File: src/rtl/sprite_pkg.sv
// Shared types and widths for the sprite pixel pipeline.
package sprite_pkg;

    localparam int PIPE_LAT   = 3;
    localparam int X_W        = 11;
    localparam int Y_W        = 10;
    localparam int ATTR_IMG_W = 3;

    typedef struct packed {
        logic [X_W-1:0]        x;
        logic [Y_W-1:0]        y;
        logic [ATTR_IMG_W-1:0] img;
        logic                  on;
    } sprite_attr_t;

endpackage

File: src/rtl/sprite_hit_unit.sv
// Per-slot hit test and texel offset for one sprite.
module sprite_hit_unit
    import sprite_pkg::*;
#(
    parameter int SPRITE_SIZE = 20,
    parameter int ADDR_W      = 10
) (
    input  logic [X_W-1:0]    pixel_x,
    input  logic [Y_W-1:0]    pixel_y,
    input  sprite_attr_t      attr,
    output logic              hit,
    output logic [ADDR_W-1:0] offset
);

    logic [X_W:0] px_w, x0_w, x1_w, dx_w;
    logic [Y_W:0] py_w, y0_w, y1_w, dy_w;

    // One extra bit on each axis so x+SIZE never wraps; sprites clip.
    always_comb begin
        px_w   = {1'b0, pixel_x};
        x0_w   = {1'b0, attr.x};
        x1_w   = x0_w + (X_W+1)'(SPRITE_SIZE);
        py_w   = {1'b0, pixel_y};
        y0_w   = {1'b0, attr.y};
        y1_w   = y0_w + (Y_W+1)'(SPRITE_SIZE);
        dx_w   = px_w - x0_w;
        dy_w   = py_w - y0_w;
        hit    = attr.on
               && (px_w >= x0_w) && (px_w < x1_w)
               && (py_w >= y0_w) && (py_w < y1_w);
        offset = ADDR_W'(32'(dy_w) * SPRITE_SIZE + 32'(dx_w));
    end

endmodule

File: src/rtl/sprite_pixel_pipeline.sv
// Multi-sprite VGA colour path: hit test, priority, texel fetch, RGB out.
// Define SPRITE_TRANSPARENCY_EN to treat all-zero texels as background.
module sprite_pixel_pipeline
    import sprite_pkg::*;
#(
    parameter int ELEMENTS    = 4,
    parameter int SPRITE_SIZE = 20,
    parameter int ADDR_W      = 10,
    parameter int IMG_W       = 3,
    parameter int MEM_CH_BITS = 4,
    parameter int OUT_CH_BITS = 3,
    parameter int V_ACTIVE    = 600
) (
    input  logic                          clk,
    input  logic                          reset,
    input  logic                          video_enable,
    input  logic [10:0]                   pixel_x,
    input  logic [9:0]                    pixel_y,
    input  logic                          hsync_in,
    input  logic                          vsync_in,
    input  logic                          reg_wr,
    input  logic [$clog2(ELEMENTS)-1:0]   reg_index,
    input  logic [10:0]                   reg_x,
    input  logic [9:0]                    reg_y,
    input  logic [IMG_W-1:0]              reg_img,
    input  logic                          reg_on,
    input  logic [3*OUT_CH_BITS-1:0]      bg_colour,
    output logic                          mem_rd_en,
    output logic [IMG_W-1:0]              mem_img,
    output logic [ADDR_W-1:0]             mem_addr,
    input  logic [3*MEM_CH_BITS-1:0]      mem_data,
    output logic [OUT_CH_BITS-1:0]        vga_r,
    output logic [OUT_CH_BITS-1:0]        vga_g,
    output logic [OUT_CH_BITS-1:0]        vga_b,
    output logic                          hsync,
    output logic                          vsync
);

    localparam int MW = 3 * MEM_CH_BITS;
    localparam int CW = 3 * OUT_CH_BITS;
`ifdef SPRITE_TRANSPARENCY_EN
    localparam bit TRANSP = 1'b1;
`else
    localparam bit TRANSP = 1'b0;
`endif

    sprite_attr_t shadow_q [ELEMENTS];
    sprite_attr_t shadow_d [ELEMENTS];
    sprite_attr_t active_q [ELEMENTS];
    sprite_attr_t active_d [ELEMENTS];
    sprite_attr_t wr_attr;
    logic         commit;

    logic [ELEMENTS-1:0]   hit_c;
    logic [ADDR_W-1:0]     off_c [ELEMENTS];

    logic [ELEMENTS-1:0]   s1_hit_q, s1_hit_d;
    logic [ADDR_W-1:0]     s1_off_q [ELEMENTS];
    logic [ADDR_W-1:0]     s1_off_d [ELEMENTS];
    logic [ATTR_IMG_W-1:0] s1_img_q [ELEMENTS];
    logic [ATTR_IMG_W-1:0] s1_img_d [ELEMENTS];
    logic                  s1_act_q, s1_act_d;

    logic                  mem_rd_en_q, mem_rd_en_d;
    logic [ADDR_W-1:0]     mem_addr_q, mem_addr_d;
    logic [IMG_W-1:0]      mem_img_q, mem_img_d;
    logic                  s2_act_q, s2_act_d;
    logic                  sel_found;
    logic [ADDR_W-1:0]     sel_addr;
    logic [ATTR_IMG_W-1:0] sel_img;

    logic                  mw_hit_q, mw_hit_d;
    logic                  mw_act_q, mw_act_d;
    logic                  mem_zero, draw;
    logic [CW-1:0]         rgb_q, rgb_d;
    logic [PIPE_LAT:0]     hs_pipe_q, hs_pipe_d;
    logic [PIPE_LAT:0]     vs_pipe_q, vs_pipe_d;

    for (genvar i = 0; i < ELEMENTS; i++) begin : g_hit
        sprite_hit_unit #(
            .SPRITE_SIZE (SPRITE_SIZE),
            .ADDR_W      (ADDR_W)
        ) u_hit (
            .pixel_x (pixel_x),
            .pixel_y (pixel_y),
            .attr    (active_q[i]),
            .hit     (hit_c[i]),
            .offset  (off_c[i])
        );
    end

    // Shadow write lands before the commit copy, giving write-through.
    always_comb begin
        wr_attr  = '{x: reg_x, y: reg_y,
                     img: ATTR_IMG_W'(reg_img), on: reg_on};
        commit   = (pixel_y == Y_W'(V_ACTIVE)) && (pixel_x == '0);
        shadow_d = shadow_q;
        if (reg_wr && (int'(reg_index) < ELEMENTS)) begin
            shadow_d[reg_index] = wr_attr;
        end
        active_d = active_q;
        if (commit) begin
            active_d = shadow_d;
        end
    end

    always_comb begin
        s1_hit_d = hit_c;
        s1_act_d = video_enable;
        for (int i = 0; i < ELEMENTS; i++) begin
            s1_off_d[i] = off_c[i];
            s1_img_d[i] = active_q[i].img;
        end
    end

    // Descending scan: the lowest hitting index is assigned last and wins.
    always_comb begin
        sel_found = 1'b0;
        sel_addr  = '0;
        sel_img   = '0;
        for (int i = ELEMENTS - 1; i >= 0; i--) begin
            if (s1_hit_q[i]) begin
                sel_found = 1'b1;
                sel_addr  = s1_off_q[i];
                sel_img   = s1_img_q[i];
            end
        end
        mem_rd_en_d = 1'b0;
        mem_addr_d  = mem_addr_q;
        mem_img_d   = mem_img_q;
        if (s1_act_q && sel_found) begin
            mem_rd_en_d = 1'b1;
            mem_addr_d  = sel_addr;
            mem_img_d   = IMG_W'(sel_img);
        end
        s2_act_d = s1_act_q;
    end

    // Flags wait one cycle for the memory, then meet mem_data here.
    always_comb begin
        mw_hit_d = mem_rd_en_q;
        mw_act_d = s2_act_q;
        mem_zero = ~|mem_data;
        draw     = mw_hit_q && !(TRANSP && mem_zero);
        rgb_d    = '0;
        if (mw_act_q) begin
            rgb_d = draw
                ? {mem_data[MW-1 -: OUT_CH_BITS],
                   mem_data[2*MEM_CH_BITS-1 -: OUT_CH_BITS],
                   mem_data[MEM_CH_BITS-1 -: OUT_CH_BITS]}
                : bg_colour;
        end
        hs_pipe_d = {hs_pipe_q[PIPE_LAT-1:0], hsync_in};
        vs_pipe_d = {vs_pipe_q[PIPE_LAT-1:0], vsync_in};
    end

    always_ff @(posedge clk) begin
        if (reset) begin
            for (int i = 0; i < ELEMENTS; i++) begin
                shadow_q[i] <= '0;
                active_q[i] <= '0;
                s1_off_q[i] <= '0;
                s1_img_q[i] <= '0;
            end
            s1_hit_q    <= '0;
            s1_act_q    <= 1'b0;
            mem_rd_en_q <= 1'b0;
            mem_addr_q  <= '0;
            mem_img_q   <= '0;
            s2_act_q    <= 1'b0;
            mw_hit_q    <= 1'b0;
            mw_act_q    <= 1'b0;
            rgb_q       <= '0;
            hs_pipe_q   <= '0;
            vs_pipe_q   <= '0;
        end else begin
            shadow_q    <= shadow_d;
            active_q    <= active_d;
            s1_off_q    <= s1_off_d;
            s1_img_q    <= s1_img_d;
            s1_hit_q    <= s1_hit_d;
            s1_act_q    <= s1_act_d;
            mem_rd_en_q <= mem_rd_en_d;
            mem_addr_q  <= mem_addr_d;
            mem_img_q   <= mem_img_d;
            s2_act_q    <= s2_act_d;
            mw_hit_q    <= mw_hit_d;
            mw_act_q    <= mw_act_d;
            rgb_q       <= rgb_d;
            hs_pipe_q   <= hs_pipe_d;
            vs_pipe_q   <= vs_pipe_d;
        end
    end

    assign mem_rd_en = mem_rd_en_q;
    assign mem_addr  = mem_addr_q;
    assign mem_img   = mem_img_q;
    assign vga_r     = rgb_q[CW-1 -: OUT_CH_BITS];
    assign vga_g     = rgb_q[2*OUT_CH_BITS-1 -: OUT_CH_BITS];
    assign vga_b     = rgb_q[OUT_CH_BITS-1 -: OUT_CH_BITS];
    assign hsync     = hs_pipe_q[PIPE_LAT];
    assign vsync     = vs_pipe_q[PIPE_LAT];

endmodule

File: config.mk
export PLATFORM = sky130hd
export DESIGN_NAME = sprite_pixel_pipeline
export DESIGN_NICKNAME = d
export VERILOG_FILES = /design/src/rtl/sprite_pkg.sv /design/src/rtl/sprite_hit_unit.sv /design/src/rtl/sprite_pixel_pipeline.sv
export SDC_FILE = /design/constraint.sdc
export NUM_CORES = 1
export LEC_CHECK = 0
export ABC_AREA = 1
export BUFFER_PORTS_ARGS = -buffer_cell sky130_fd_sc_hd__buf_2
export CAP_MARGIN = 20
export CORE_MARGIN = 1
export CORE_UTILIZATION = 55
export CTS_CLUSTER_DIAMETER = 100
export DETAILED_ROUTE_END_ITERATION = 12
export PLACE_DENSITY = 0.76
export REMOVE_ABC_BUFFERS = 1
export SETUP_SLACK_MARGIN = 0.3
export SYNTH_ARGS = -nofsm -noshare
export SYNTH_HDL_FRONTEND = slang
export SYNTH_SLANG_ARGS = --single-unit
File: constraint.sdc
create_clock -name clk -period 11.5 [get_ports clk]
set_input_delay 0.575 -clock clk [delete_from_list [all_inputs] [get_ports clk]]
set_output_delay 0.575 -clock clk [all_outputs]
set_load 0.05 [all_outputs]
After elaboration in Yosys (flattened, before gate mapping). Index checks and enable logic that the tools add are counted.

Flip-flop bits (word level): 291. Bits of input ports: 75. Output and inout port bits: 25. Word-level logic and storage cells: 135.

Add/sub/neg operators: 20. $mul: 4. Order comparisons: 18. Equal/unequal tests: 1. Multiplexer cells: 18. Bitwise logic cells: 2. Reduce and logical (&&, ||, !) cells: 21.

Operators by type and width (number): 100-bit bitwise mux (1); 100-bit two-way mux (1); 25-bit demux with 2-bit select (1); 11-bit by 5-bit adder with 12-bit output (second input constant) (4); 11-bit by 12-bit less-than comparator with 1-bit output (4); 10-bit by 5-bit adder with 11-bit output (second input constant) (4); 11-bit greater-or-equal comparator (4); 10-bit by 11-bit less-than comparator with 1-bit output (4); 11-bit by 3-bit multiplier with 8-bit output (second input constant) (4); 10-bit by 10-bit subtractor with 11-bit output (4); 10-bit adder (4); 10-bit greater-or-equal comparator (4); 10-bit two-way mux (4); 10-bit subtractor (4); 25-bit two-way mux (1); 1-bit logical AND (19); 3-bit two-way mux (4); 11-bit zero test (1); 10-bit equality test (second input constant) (1); 9-bit two-way mux (1); 1-bit two-way mux (5); 3-bit greater-or-equal comparator (second input constant) (1); 3-bit by 1-bit less-than comparator with 1-bit output (second input constant) (1); 2-bit NOT with 3-bit output (1); 2 further kinds (2).

Depth between registers and ports, before layout. Gate-level depths: netlist of run 1.

Depth after elaboration: 7. Gate-level depth with buffers: 28. Depth with buffers taken out: 28.

Modules after synthesis. Synthesis of run 1 repeated with hierarchy kept, for this count alone.

Cell total of the unflattened synthesis: 3281. Area, all modules: 21678.3 µm².

By module, submodules not included: sprite_pixel_pipeline (instances 1, cells each 1876, area an instance 12386.9 µm², sequential area each 5825.6 µm²); sprite_hit_unit (g_hit[0].u_hit) (instances 1, cells each 365, area an instance 2378.5 µm², sequential area each 0.0 µm²); sprite_hit_unit (g_hit[1].u_hit) (instances 1, cells each 355, area an instance 2359.8 µm², sequential area each 0.0 µm²); sprite_hit_unit (g_hit[3].u_hit) (instances 1, cells each 351, area an instance 2343.5 µm², sequential area each 0.0 µm²); sprite_hit_unit (g_hit[2].u_hit) (instances 1, cells each 334, area an instance 2209.6 µm², sequential area each 0.0 µm²).

Worst setup path after synthesis of run 1. Ideal clock, no wire load.

Path type: input-to-reg. From: input port pixel_y[0]. To: register s1_off_q[8] in the netlist's numbering. Setup time: 0.070 ns. Arrival: 4.034 ns. Data required time: 11.430 ns. Path slack: 7.397 ns. Stages: 18. Buffers on the path: 0. Path through: inv_1 -> ha_1 -> inv_1 -> fa_1 -> a21oi_1 -> o21bai_1 -> xor2_1 -> inv_1 -> ha_1 -> inv_1 -> fa_1 -> xnor2_1 -> fa_1 -> ha_1 -> inv_1 -> o311ai_0 -> o21ai_0 -> a21oi_1.

Cells in the longest elaborated chain, start to end: 3.

Ends and longest elaborated chain: start: declaration (line sprite_pixel_pipeline.sv:18) `input logic [9:0] pixel_y,`; 10-bit by 10-bit subtractor with 11-bit output (line sprite_hit_unit.sv:27) `dy_w = py_w - y0_w;`; 11-bit by 3-bit multiplier with 8-bit output (line sprite_hit_unit.sv:31) `offset = ADDR_W'(32'(dy_w) * SPRITE_SIZE + 32'(dx_w));`; 10-bit adder (line sprite_hit_unit.sv:31); end signal: assignment (line sprite_pixel_pipeline.sv:179) `s1_off_q <= s1_off_d;`; end: declaration (line sprite_pixel_pipeline.sv:58) `logic [ADDR_W-1:0] s1_off_q [ELEMENTS];`.

No other way between the ends. A chain may end at the register's enable or synchronous reset.

Final worst setup path of run 1. Ends and elaborated chain as after synthesis.

==> impl_metrics.env, run 1 <==
export IMPL_outcome="complete, no violations"
export IMPL_worstPathRequired_ns=12.02
export IMPL_fmax_ghz=0.228
export IMPL_slew_headroom=0.330
export IMPL_worstPathMaxFanout=4
export IMPL_top_level_ports=100
export IMPL_synth_seq_area_share=0.313
export IMPL_path_clk_slew_ns=0.07
export IMPL_ir_drop_mv=0.115
export IMPL_initial_core_util=0.566
export IMPL_cts_resized=0
export IMPL_grtUsageMet3=0.0301
export IMPL_area_growth_pct=10.6
export IMPL_synth_flop_cell="dfxtp_1"
export IMPL_rsz0062_at_grt="false"
export IMPL_fin_util=0.626
export IMPL_seq_area_um2=5830
export IMPL_synthCells=2510
export IMPL_cpPeakStageDelay_ns=0.55
export IMPL_drc_errors=0
export IMPL_cp_slowest_cell="o311ai_0"
export IMPL_antennaDiodeCount=0
export IMPL_worst_slew_pin_slew_ns=1.00
export IMPL_cap_violations=0
export IMPL_tns_ns=0
export IMPL_via_per_inst=5.34
export IMPL_grt_pass1_wl_mm=75.1
export IMPL_grtUsageMet1=0.354
export IMPL_maxSlewViolCount=0
export IMPL_met2_usage=0.463
export IMPL_routedWlPerCell_um=15.2
export IMPL_fp_row_count=66
export IMPL_io_buffers=96
export IMPL_hold_start="hsync_in"
export IMPL_finalHoldViolCount=0
export IMPL_clock_skew_ns=0.0271
export IMPL_grt_overflow=0
export IMPL_clock_sinks=291
export IMPL_postCtsSetupBuffers=0
export IMPL_grt_pass1_vias=15200
export IMPL_setup_violations=0
export IMPL_finalCriticalPeriod_ns=4.39
export IMPL_cp_common_cell="inv_1"
export IMPL_dpl_hpwl_mm=34.0
export IMPL_hold_buffers=0
export IMPL_worst_path_buf_inv=6
export IMPL_yosys_warnings=0
export IMPL_hold_path_class="input port to flip-flop"
export IMPL_leakage_uw=0.0100
export IMPL_postRouteAntennaNets=0
export IMPL_worst_path_stages=19
export IMPL_crit_chain="buf_2 > inv_1 > ha_1 > inv_1 > fa_1 > a21oi_1 > o21bai_1 > xor2_1 > inv_1 > ha_1 > inv_1 > fa_1 > xnor2_1 > fa_1 > ha_1 > inv_1 > o311ai_0 > o21ai_0 > a21oi_1"
export IMPL_endpoint_kind="flip-flop"
export IMPL_root_buffer="clkbuf_16"
export IMPL_drt_iter0_drc=875
export IMPL_avgSynthCellArea_um2=7.41
export IMPL_synth_edff_count=0
export IMPL_grt_busiest_layer="met2"
export IMPL_final_nets=2911
export IMPL_reg2regPathDepth=16
export IMPL_grt_total_usage=0.272
export IMPL_critPathKind="input port to flip-flop"
export IMPL_regToRegSetupSlack_ns=7.17
export IMPL_cts_max_level=1
export IMPL_fin_crit_sh=0.381
export IMPL_synth_area_um2=18600
export IMPL_place_gp_congestion=0.925
export IMPL_pre_cts_ws_ns=6.63
export IMPL_die_h_um=186
export IMPL_arrival_ns=4.91
export IMPL_multi_input_area_um2=10700
export IMPL_p_per_area_nw_per_um2=140
export IMPL_antenna_found_initial=0
export IMPL_async_flop_share=0
export IMPL_reg2reg_from="active_q[56]$_SDFFE_PP0P_"
export IMPL_drt_wl_total_mm=46.2
export IMPL_fp_dieW_um=186
export IMPL_core_um2=32900
export IMPL_r2r_end="s1_off_q[28]$_SDFF_PP0_"
export IMPL_drive_above_1_share=0.0749
export IMPL_hold_ws_ns=0.208
export IMPL_dr_total_vias=16200
export IMPL_whs_endpoint="hs_pipe_q[0]$_SDFF_PP0_"
export IMPL_dieArea_um2=34600
export IMPL_clock_latency_ns=0.59
export IMPL_final_common_cell="inv_1"
export IMPL_fillers=2967
export IMPL_synth_seq_cells=291
export IMPL_synth_cell_type_count=39
export IMPL_worst_hold_path_num_cells=3
export IMPL_cts_buffers=31
export IMPL_cp_start_kind="input port"
export IMPL_cts_tree="yes"
export IMPL_final_cell_mix="inv_1 (450), nand2_1 (329), dfxtp_1 (291)"
export IMPL_drtPass1Iterations=7
export IMPL_clockBufferDepth=3
export IMPL_cp_top_family="adder cells"
export IMPL_grt_max_degree=77
export IMPL_setup_ws_ns=7.11
[sequential cells by signal, summed over array words and instances (netlist names), 3 cells and up]
signal,flops
s1_img_q,12
mem_img,3
rgb_q,9
s1_off_q,40
hs_pipe_q,4
mem_addr,10
shadow_q,100
vs_pipe_q,4
active_q,100
s1_hit_q,4
[cell families after synthesis]
family                   share of synthesized area
AO/OA/AOI/OAI                                0.172
XOR/XNOR                                    0.0400
adder cells (fa/ha/maj)                      0.199
buffers and inverters                        0.111
flip-flops                                   0.313
AND/OR/NAND/NOR                              0.165
[stage by stage]
stage,total power (µW),area (µm²),std cells
after floorplan,1560,18300,2427
after global placement,1710,19400,2973
after detailed placement,1740,19400,2973
after CTS,2890,20500,3031
after global routing,3040,20600,3033
final,2880,20600,3033
[worst max-delay path by stage]
| stage | start | to |
|---|---|---|
| after floorplan | pixel_x[2] | active_q[0]$_SDFFE_PP0P_ |
| after global placement | pixel_y[0] | s1_off_q[8]$_SDFF_PP0_ |
| after detailed placement | pixel_y[0] | s1_off_q[8]$_SDFF_PP0_ |
| after CTS | pixel_y[0] | s1_off_q[8]$_SDFF_PP0_ |
| after global routing | active_q[56]$_SDFFE_PP0P_ | s1_off_q[28]$_SDFF_PP0_ |
| final | pixel_y[0] | s1_off_q[8]$_SDFF_PP0_ |
[layout make-up]
class | count | area share
multi-input combinational | 1677 | 0.521
sequential | 291 | 0.283
inverter | 459 | 0.0838
clock buffer | 39 | 0.0416
timing repair buffer | 106 | 0.0283
tap | 442 | 0.0269
clock inverter | 19 | 0.0153
[synthesized netlist by cell type, types with 41 or more instances]
cell type | count | area share
a21oi_1 | 255 | 0.069
clkbuf_1 | 60 | 0.012
dfxtp_1 | 291 | 0.31
fa_1 | 44 | 0.047
ha_1 | 226 | 0.15
inv_1 | 450 | 0.091
nand2_1 | 331 | 0.067
nand3_1 | 69 | 0.019
nand4_1 | 41 | 0.014
nor2_1 | 228 | 0.046
o21ai_0 | 241 | 0.065
xor2_1 | 77 | 0.036
[layer usage]
metal | up-vias | wire length (µm)
li1 | 8269 | -
met1 | 7397 | 21200
met2 | 414 | 21100
met3 | 105 | 2310
met4 | 0 | 1590
met5 | - | 0
[worst register-to-register path: stages (launching register included)]
cell,delay (ns)
dfxtp_1,0.36
inv_1,0.09
ha_1,0.37
inv_2,0.07
o21ai_0,0.33
xor2_1,0.28
ha_1,0.29
ha_1,0.21
inv_1,0.07
fa_1,0.40
inv_1,0.08
fa_1,0.41
ha_1,0.36
inv_1,0.10
o311ai_0,0.54
o21ai_0,0.15
a21oi_1,0.15
[report_power, final]
group | switching, µW | internal, µW | leakage, µW | total [µW]
clock | 438 | 707 | 0.000572 | 1150
sequential | 16.0 | 1060 | 0.00237 | 1080
combinational | 408 | 243 | 0.00708 | 651
total | 862 | 2010 | 0.0100 | 2880
Note: power is estimated with default switching activity, not from simulation.
==> run 2, diff against run 1 <==
--- a/config.mk
+++ b/config.mk
@@ -12,7 +12,7 @@
 export CORE_UTILIZATION = 55
 export CTS_CLUSTER_DIAMETER = 100
 export DETAILED_ROUTE_END_ITERATION = 12
-export PLACE_DENSITY = 0.76
+export PLACE_DENSITY = 0.79
 export REMOVE_ABC_BUFFERS = 1
 export SETUP_SLACK_MARGIN = 0.3
 export SYNTH_ARGS = -nofsm -noshare
==> constraint.sdc (replaced) <==
create_clock -name clk -period 3.6 [get_ports clk]
set_input_delay 0.18 -clock clk [delete_from_list [all_inputs] [get_ports clk]]
set_output_delay 0.18 -clock clk [all_outputs]
set_load 0.05 [all_outputs]
==> run 2 against run 1 <==
Against the previous run: the run now ends with negative setup slack left; hold slack lost 0.19 ns; cell count grew 5.9%; sequential share of layout area shrank 2.9 points; combinational power grew to 4.6 times the previous value; first-iteration DRC count grew 66%; via count grew 11%; register-to-register slack lost 7.6 ns; power grew to 3.5 times the previous value; critical endpoint is now s1_off_q[29]$_SDFF_PP0_; largest cell class unchanged.
==> impl_metrics.env, run 2 (same netlist as run 1, synthesis figures left out) <==
export IMPL_outcome="finished, violations left"
export IMPL_violations="negative setup slack"
export IMPL_antennaDiodeCount=0
export IMPL_path_clk_slew_ns=0.06
export IMPL_die_h_um=186
export IMPL_setup_violations=9
export IMPL_fp_dieW_um=186
export IMPL_hold_start="reg_x[2]"
export IMPL_top_regs="active_q (100), shadow_q (100), s1_off_q (40)"
export IMPL_drt_wl_total_mm=55.4
export IMPL_fp_row_count=66
export IMPL_cts_buffers=34
export IMPL_worst_hold_path_num_cells=3
export IMPL_postRouteAntennaNets=0
export IMPL_grt_overflow=0
export IMPL_post_route_cell_area_um2=22900
export IMPL_worstPathMaxFanout=3
export IMPL_hold_path_class="input port to flip-flop"
export IMPL_reg2regPathDepth=22
export IMPL_dieArea_um2=34600
export IMPL_grt_pass1_wl_mm=85.6
export IMPL_grt_max_degree=135
export IMPL_drive_above_1_share=0.176
export IMPL_r2r_end="s1_off_q[29]$_SDFF_PP0_"
export IMPL_finalHoldViolCount=0
export IMPL_cp_start_kind="flip-flop"
export IMPL_whs_endpoint="shadow_q[41]$_SDFF_PP0_"
export IMPL_place_gp_congestion=0.942
export IMPL_worstPathRequired_ns=4.01
export IMPL_via_per_inst=5.60
export IMPL_finalCriticalPeriod_ns=4.01
export IMPL_maxSlewViolCount=0
export IMPL_p_per_area_nw_per_um2=434
export IMPL_multi_input_area_um2=11700
export IMPL_regToRegSetupSlack_ns=-0.41
export IMPL_core_um2=32900
export IMPL_final_cell_mix="inv_1 (430), nand2_1 (315), dfxtp_1 (285)"
export IMPL_clockBufferDepth=3
export IMPL_slew_headroom=0.456
export IMPL_dp_cells=3108
export IMPL_io_buffers=96
export IMPL_final_common_cell="inv_1"
export IMPL_worst_slew_pin_slew_ns=0.814
export IMPL_dpl_cell_area_um2=20400
export IMPL_top_level_ports=100
export IMPL_seq_area_um2=5840
export IMPL_cp_startpoint="active_q[54]$_SDFFE_PP0P_"
export IMPL_setup_ws_ns=-0.413
export IMPL_drtPass1Iterations=5
export IMPL_clock_latency_ns=0.53
export IMPL_grt_total_usage=0.313
export IMPL_leakage_uw=0.0110
export IMPL_arrival_ns=4.42
export IMPL_critPathKind="flip-flop to flip-flop"
export IMPL_endpoint_kind="flip-flop"
export IMPL_drc_errors=0
export IMPL_fin_crit_sh=1.11
export IMPL_area_growth_pct=23.3
export IMPL_ir_drop_mv=0.374
export IMPL_drt_iter0_drc=1449
export IMPL_cts_max_level=2
export IMPL_fillers=2554
export IMPL_cap_violations=0
export IMPL_final_nets=3090
export IMPL_cts_tree="yes"
export IMPL_initial_core_util=0.566
export IMPL_grt_pass1_vias=17400
export IMPL_fmax_ghz=0.249
export IMPL_antenna_found_initial=0
export IMPL_clock_skew_ns=0.0170
export IMPL_fin_cells=3211
export IMPL_clock_sinks=291
export IMPL_root_buffer="clkbuf_16"
export IMPL_routedWlPerCell_um=17.3
export IMPL_dr_total_vias=18000
export IMPL_rsz0062_at_grt="true"
export IMPL_reg2reg_from="active_q[54]$_SDFFE_PP0P_"
export IMPL_dpl_hpwl_mm=37.1
run 2: changes by cell type in the layout (fill, tap and decap cells not counted), moves of 9 or more:
cell | before | now
dlygate4sd3_1 | 0 | 26
xor2_1 | 77 | 64
a21oi_2 | 0 | 10
inv_2 | 7 | 23
ha_1 | 226 | 183
buf_4 | 9 | 149
ha_4 | 0 | 42
nand2_2 | 12 | 23
fa_1 | 44 | 35
nand2_1 | 329 | 315
a21oi_1 | 255 | 240
xor2_2 | 0 | 12
fa_2 | 0 | 9
inv_1 | 450 | 430
run 2: metrics by stage:
stage | total power (µW) | setup WS, ns | hold slack [ns] | TNS, ns | util
after floorplan | 5000 | -2.10 | 0.247 | -206.60 | -
after global placement | 5720 | -0.481 | 0.388 | -3.91 | 0.622
after detailed placement | 5820 | -0.588 | 0.388 | -5.42 | 0.622
after CTS | 9630 | -0.217 | 0.000900 | -0.703 | 0.685
after global routing | 10400 | -0.520 | 0.0298 | -3.70 | 0.698
final | 9950 | -0.413 | 0.0196 | -1.86 | 0.698
run 2: cell type report:
class	instances	share of cell area
tap	442	0.0241
clock buffer	46	0.0408
timing repair buffer	282	0.0886
multi-input combinational	1677	0.509
sequential	291	0.254
inverter	459	0.0756
clock inverter	14	0.00780
run 2: how the worst max path moves through the flow:
stage / to / cells past startpoint
4_1_cts: s1_off_q[9]$_SDFF_PP0_ / 21
2_1_floorplan: active_q[0]$_SDFFE_PP0P_ / 6
3_5_place_dp: s1_off_q[8]$_SDFF_PP0_ / 19
5_1_grt: s1_off_q[29]$_SDFF_PP0_ / 22
6_report: s1_off_q[29]$_SDFF_PP0_ / 22
3_3_place_gp: s1_off_q[9]$_SDFF_PP0_ / 23
run 2: power by group:
group | internal, µW | switching, µW
combinational | 1320 | 1660
clock | 2060 | 1440
sequential | 3400 | 59.8
run 2: worst max-delay path, cell delays in order, from the launching register on:
cell      delay (ns)
dfxtp_2         0.35
ha_4            0.14
inv_4           0.04
fa_2            0.35
nand2_2         0.09
nand2_2         0.06
a21oi_2         0.19
xor2_1          0.21
ha_1            0.30
buf_6           0.14
ha_4            0.14
a21oi_2         0.16
nand2_2         0.09
xor2_2          0.17
fa_1            0.49
ha_4            0.32
nand2_4         0.05
inv_2           0.05
nand4_1         0.13
o211ai_1        0.17
nand3_1         0.10
nand2_1         0.08
nor2_1          0.05
run 2: repair_timing:
action | CTS | global route
resized for setup | 113 | 74
hold buffers | 26 | 0
setup endpoints to repair | 16 | 17
pin swaps | 61 | 62
hold endpoints to repair | 26 | 0
buffers inserted | 10 | 6
run 2: per-layer routing:
layer / wire [µm] / share of wire / vias to the layer above / global-route usage
met5: 0 / 0 / - / 0
met4: 2890 / 0.052 / 0 / 0.146
met3: 3610 / 0.065 / 208 / 0.0421
met2: 26000 / 0.47 / 737 / 0.542
met1: 22900 / 0.41 / 8405 / 0.383
li1: - / - / 8618 / -
==> run 3, diff against run 2 <==
--- a/config.mk
+++ b/config.mk
@@ -15,6 +15,7 @@
 export PLACE_DENSITY = 0.79
 export REMOVE_ABC_BUFFERS = 1
 export SETUP_SLACK_MARGIN = 0.3
+export SKIP_LAST_GASP = 1
 export SYNTH_ARGS = -nofsm -noshare
 export SYNTH_HDL_FRONTEND = slang
 export SYNTH_SLANG_ARGS = --single-unit
==> run 3 against run 2 <==
Against the previous run: the flow still finishes with violations (negative setup slack); non-clock buffer count is 1 lower; cell count hardly changed; count of clock-buffer cells in the layout stayed put; via count is 0.79% lower; first-iteration DRC count is 0.83% lower; highest routed layer unchanged; clock skew is 0.0033 ns higher; clock power hardly changed; flip-flop and latch count stayed put; routed wire length is 1.4% lower; combinational power hardly changed; worst setup slack better by 0.14 ns.
==> impl_metrics.env, run 3 (same netlist as run 1, synthesis figures left out) <==
export IMPL_io_buffers=96
export IMPL_critPathKind="flip-flop to flip-flop"
export IMPL_clockBufferDepth=3
export IMPL_violations="negative setup slack"
export IMPL_cp_start_kind="flip-flop"
export IMPL_reg2regPathDepth=22
export IMPL_setup_ws_ns=-0.275
export IMPL_arrival_ns=4.29
export IMPL_grt_pass1_vias=17400
export IMPL_final_common_cell="inv_1"
export IMPL_initial_core_util=0.566
export IMPL_setup_violations=9
export IMPL_via_per_inst=5.55
export IMPL_antenna_found_initial=0
export IMPL_fin_crit_sh=1.08
export IMPL_grt_max_degree=135
export IMPL_final_nets=3089
export IMPL_top_regs="active_q (100), shadow_q (100), s1_off_q (40)"
export IMPL_p_per_area_nw_per_um2=433
export IMPL_worstPathRequired_ns=4.01
export IMPL_finalHoldViolCount=0
export IMPL_routedWlPerCell_um=17.0
export IMPL_postRouteAntennaNets=0
export IMPL_hold_path_class="input port to flip-flop"
export IMPL_place_gp_congestion=0.942
export IMPL_cts_tree="yes"
export IMPL_cpPeakStageDelay_ns=0.48
export IMPL_grt_pass1_wl_mm=85.7
export IMPL_path_clk_slew_ns=0.06
export IMPL_fp_row_count=66
export IMPL_drc_errors=0
export IMPL_maxSlewViolCount=0
export IMPL_rsz0062_at_grt="true"
export IMPL_worst_slew_pin_slew_ns=0.799
export IMPL_cp_slowest_cell="fa_1"
export IMPL_finalCriticalPeriod_ns=3.87
export IMPL_fp_dieW_um=186
export IMPL_root_buffer="clkbuf_16"
export IMPL_core_um2=32900
export IMPL_crit_chain="ha_4 > inv_4 > fa_2 > nand2_2 > nand2_2 > a21oi_2 > xor2_1 > ha_1 > buf_6 > ha_4 > nand3_2 > nand2_2 > xor2_2 > fa_1 > ha_4 > nand2_4 > inv_2 > nand4_1 > o211ai_1 > nand3_1 > nand2_1 > nor2_1"
export IMPL_area_growth_pct=23.2
export IMPL_worstPathMaxFanout=3
export IMPL_final_cell_mix="inv_1 (433), nand2_1 (313), dfxtp_1 (285)"
export IMPL_clock_sinks=291
export IMPL_fillers=2557
export IMPL_dr_total_vias=17800
export IMPL_endpoint_kind="flip-flop"
export IMPL_dpl_hpwl_mm=37.1
export IMPL_drtPass1Iterations=5
export IMPL_top_level_ports=100
export IMPL_p_total_uw=9920
export IMPL_tns_ns=-1.50
export IMPL_antennaDiodeCount=0
export IMPL_dieArea_um2=34600
export IMPL_cts_buffers=34
export IMPL_outcome="finished, violations left"
export IMPL_cts_max_level=2
export IMPL_grt_overflow=0
export IMPL_leakage_uw=0.0110
export IMPL_clock_latency_ns=0.53
export IMPL_cap_violations=0
export IMPL_drive_above_1_share=0.175
export IMPL_drt_iter0_drc=1437
export IMPL_die_h_um=186
export IMPL_clock_skew_ns=0.0204
export IMPL_drt_wl_total_mm=54.6
export IMPL_grt_total_usage=0.314
export IMPL_slew_headroom=0.465
export IMPL_fmax_ghz=0.258
export IMPL_ir_drop_mv=0.373
export IMPL_worst_hold_path_num_cells=3
-- run 3: report_power, final --
group / internal, µW / switching [µW] / leakage (µW)
sequential: 3400 / 57.8 / 0.00237
clock: 2060 / 1440 / 0.000536
combinational: 1320 / 1640 / 0.00804
total: 6780 / 3140 / 0.0110
-- run 3: cell type report --
class	count	area [µm²]	area share
multi-input combinational	1677	11700	0.509
sequential	291	5840	0.255
timing repair buffer	281	2020	0.0881
inverter	459	1730	0.0756
clock buffer	46	936	0.0408
tap	442	553	0.0241
clock inverter	14	179	0.00781
-- run 3: routing by layer --
layer | GRT usage | routed length, µm | up-vias
li1 | - | - | 8621
met1 | 0.385 | 22600 | 8314
met2 | 0.544 | 25800 | 704
met3 | 0.0425 | 3670 | 187
met4 | 0.144 | 2560 | 0
met5 | 0 | 0 | -
-- run 3: what timing repair did --
| action | in CTS | in global routing |
|---|---|---|
| hold buffers | 26 | 0 |
| endpoints found under the hold margin | 26 | 0 |
| endpoints found under the setup margin | 16 | 17 |
| pin swaps | 61 | 55 |
| buffers inserted | 10 | 5 |
| gates resized for setup | 111 | 70 |
-- run 3: worst paths after layout --
path | startpoint | end | slack (ns)
max | active_q[54]$_SDFFE_PP0P_ | s1_off_q[29]$_SDFF_PP0_ | -0.27
min | reg_x[2] | shadow_q[41]$_SDFF_PP0_ | 0.02
max reg2reg | active_q[54]$_SDFFE_PP0P_ | s1_off_q[29]$_SDFF_PP0_ | -0.27
min reg2reg | hs_pipe_q[0]$_SDFF_PP0_ | hs_pipe_q[1]$_SDFF_PP0_ | 0.40
-- run 3: worst max-delay path: cells and delay by family, from the launching register on --
kind,cells,cell delay [ns]
AOI/OAI and AO/OA,2,0.30
xor gates and xnor gates,2,0.36
adders and majority gates,6,1.85
buffers and inverters,3,0.22
DFF,1,0.35
and+or+nand+nor,9,0.68
-- run 3: stage by stage --
stage               instances  instance area, µm²  setup slack, ns  utilization  hold WS (ns)
floorplan                2427               18300            -2.10            -         0.247
global placement         3108               20400           -0.481        0.622         0.388
detailed placement       3108               20400           -0.588        0.622         0.388
global route             3210               22900           -0.438        0.697        0.0298
finish                   3210               22900           -0.275        0.697        0.0193
CTS                      3204               22500           -0.217        0.685      0.000900
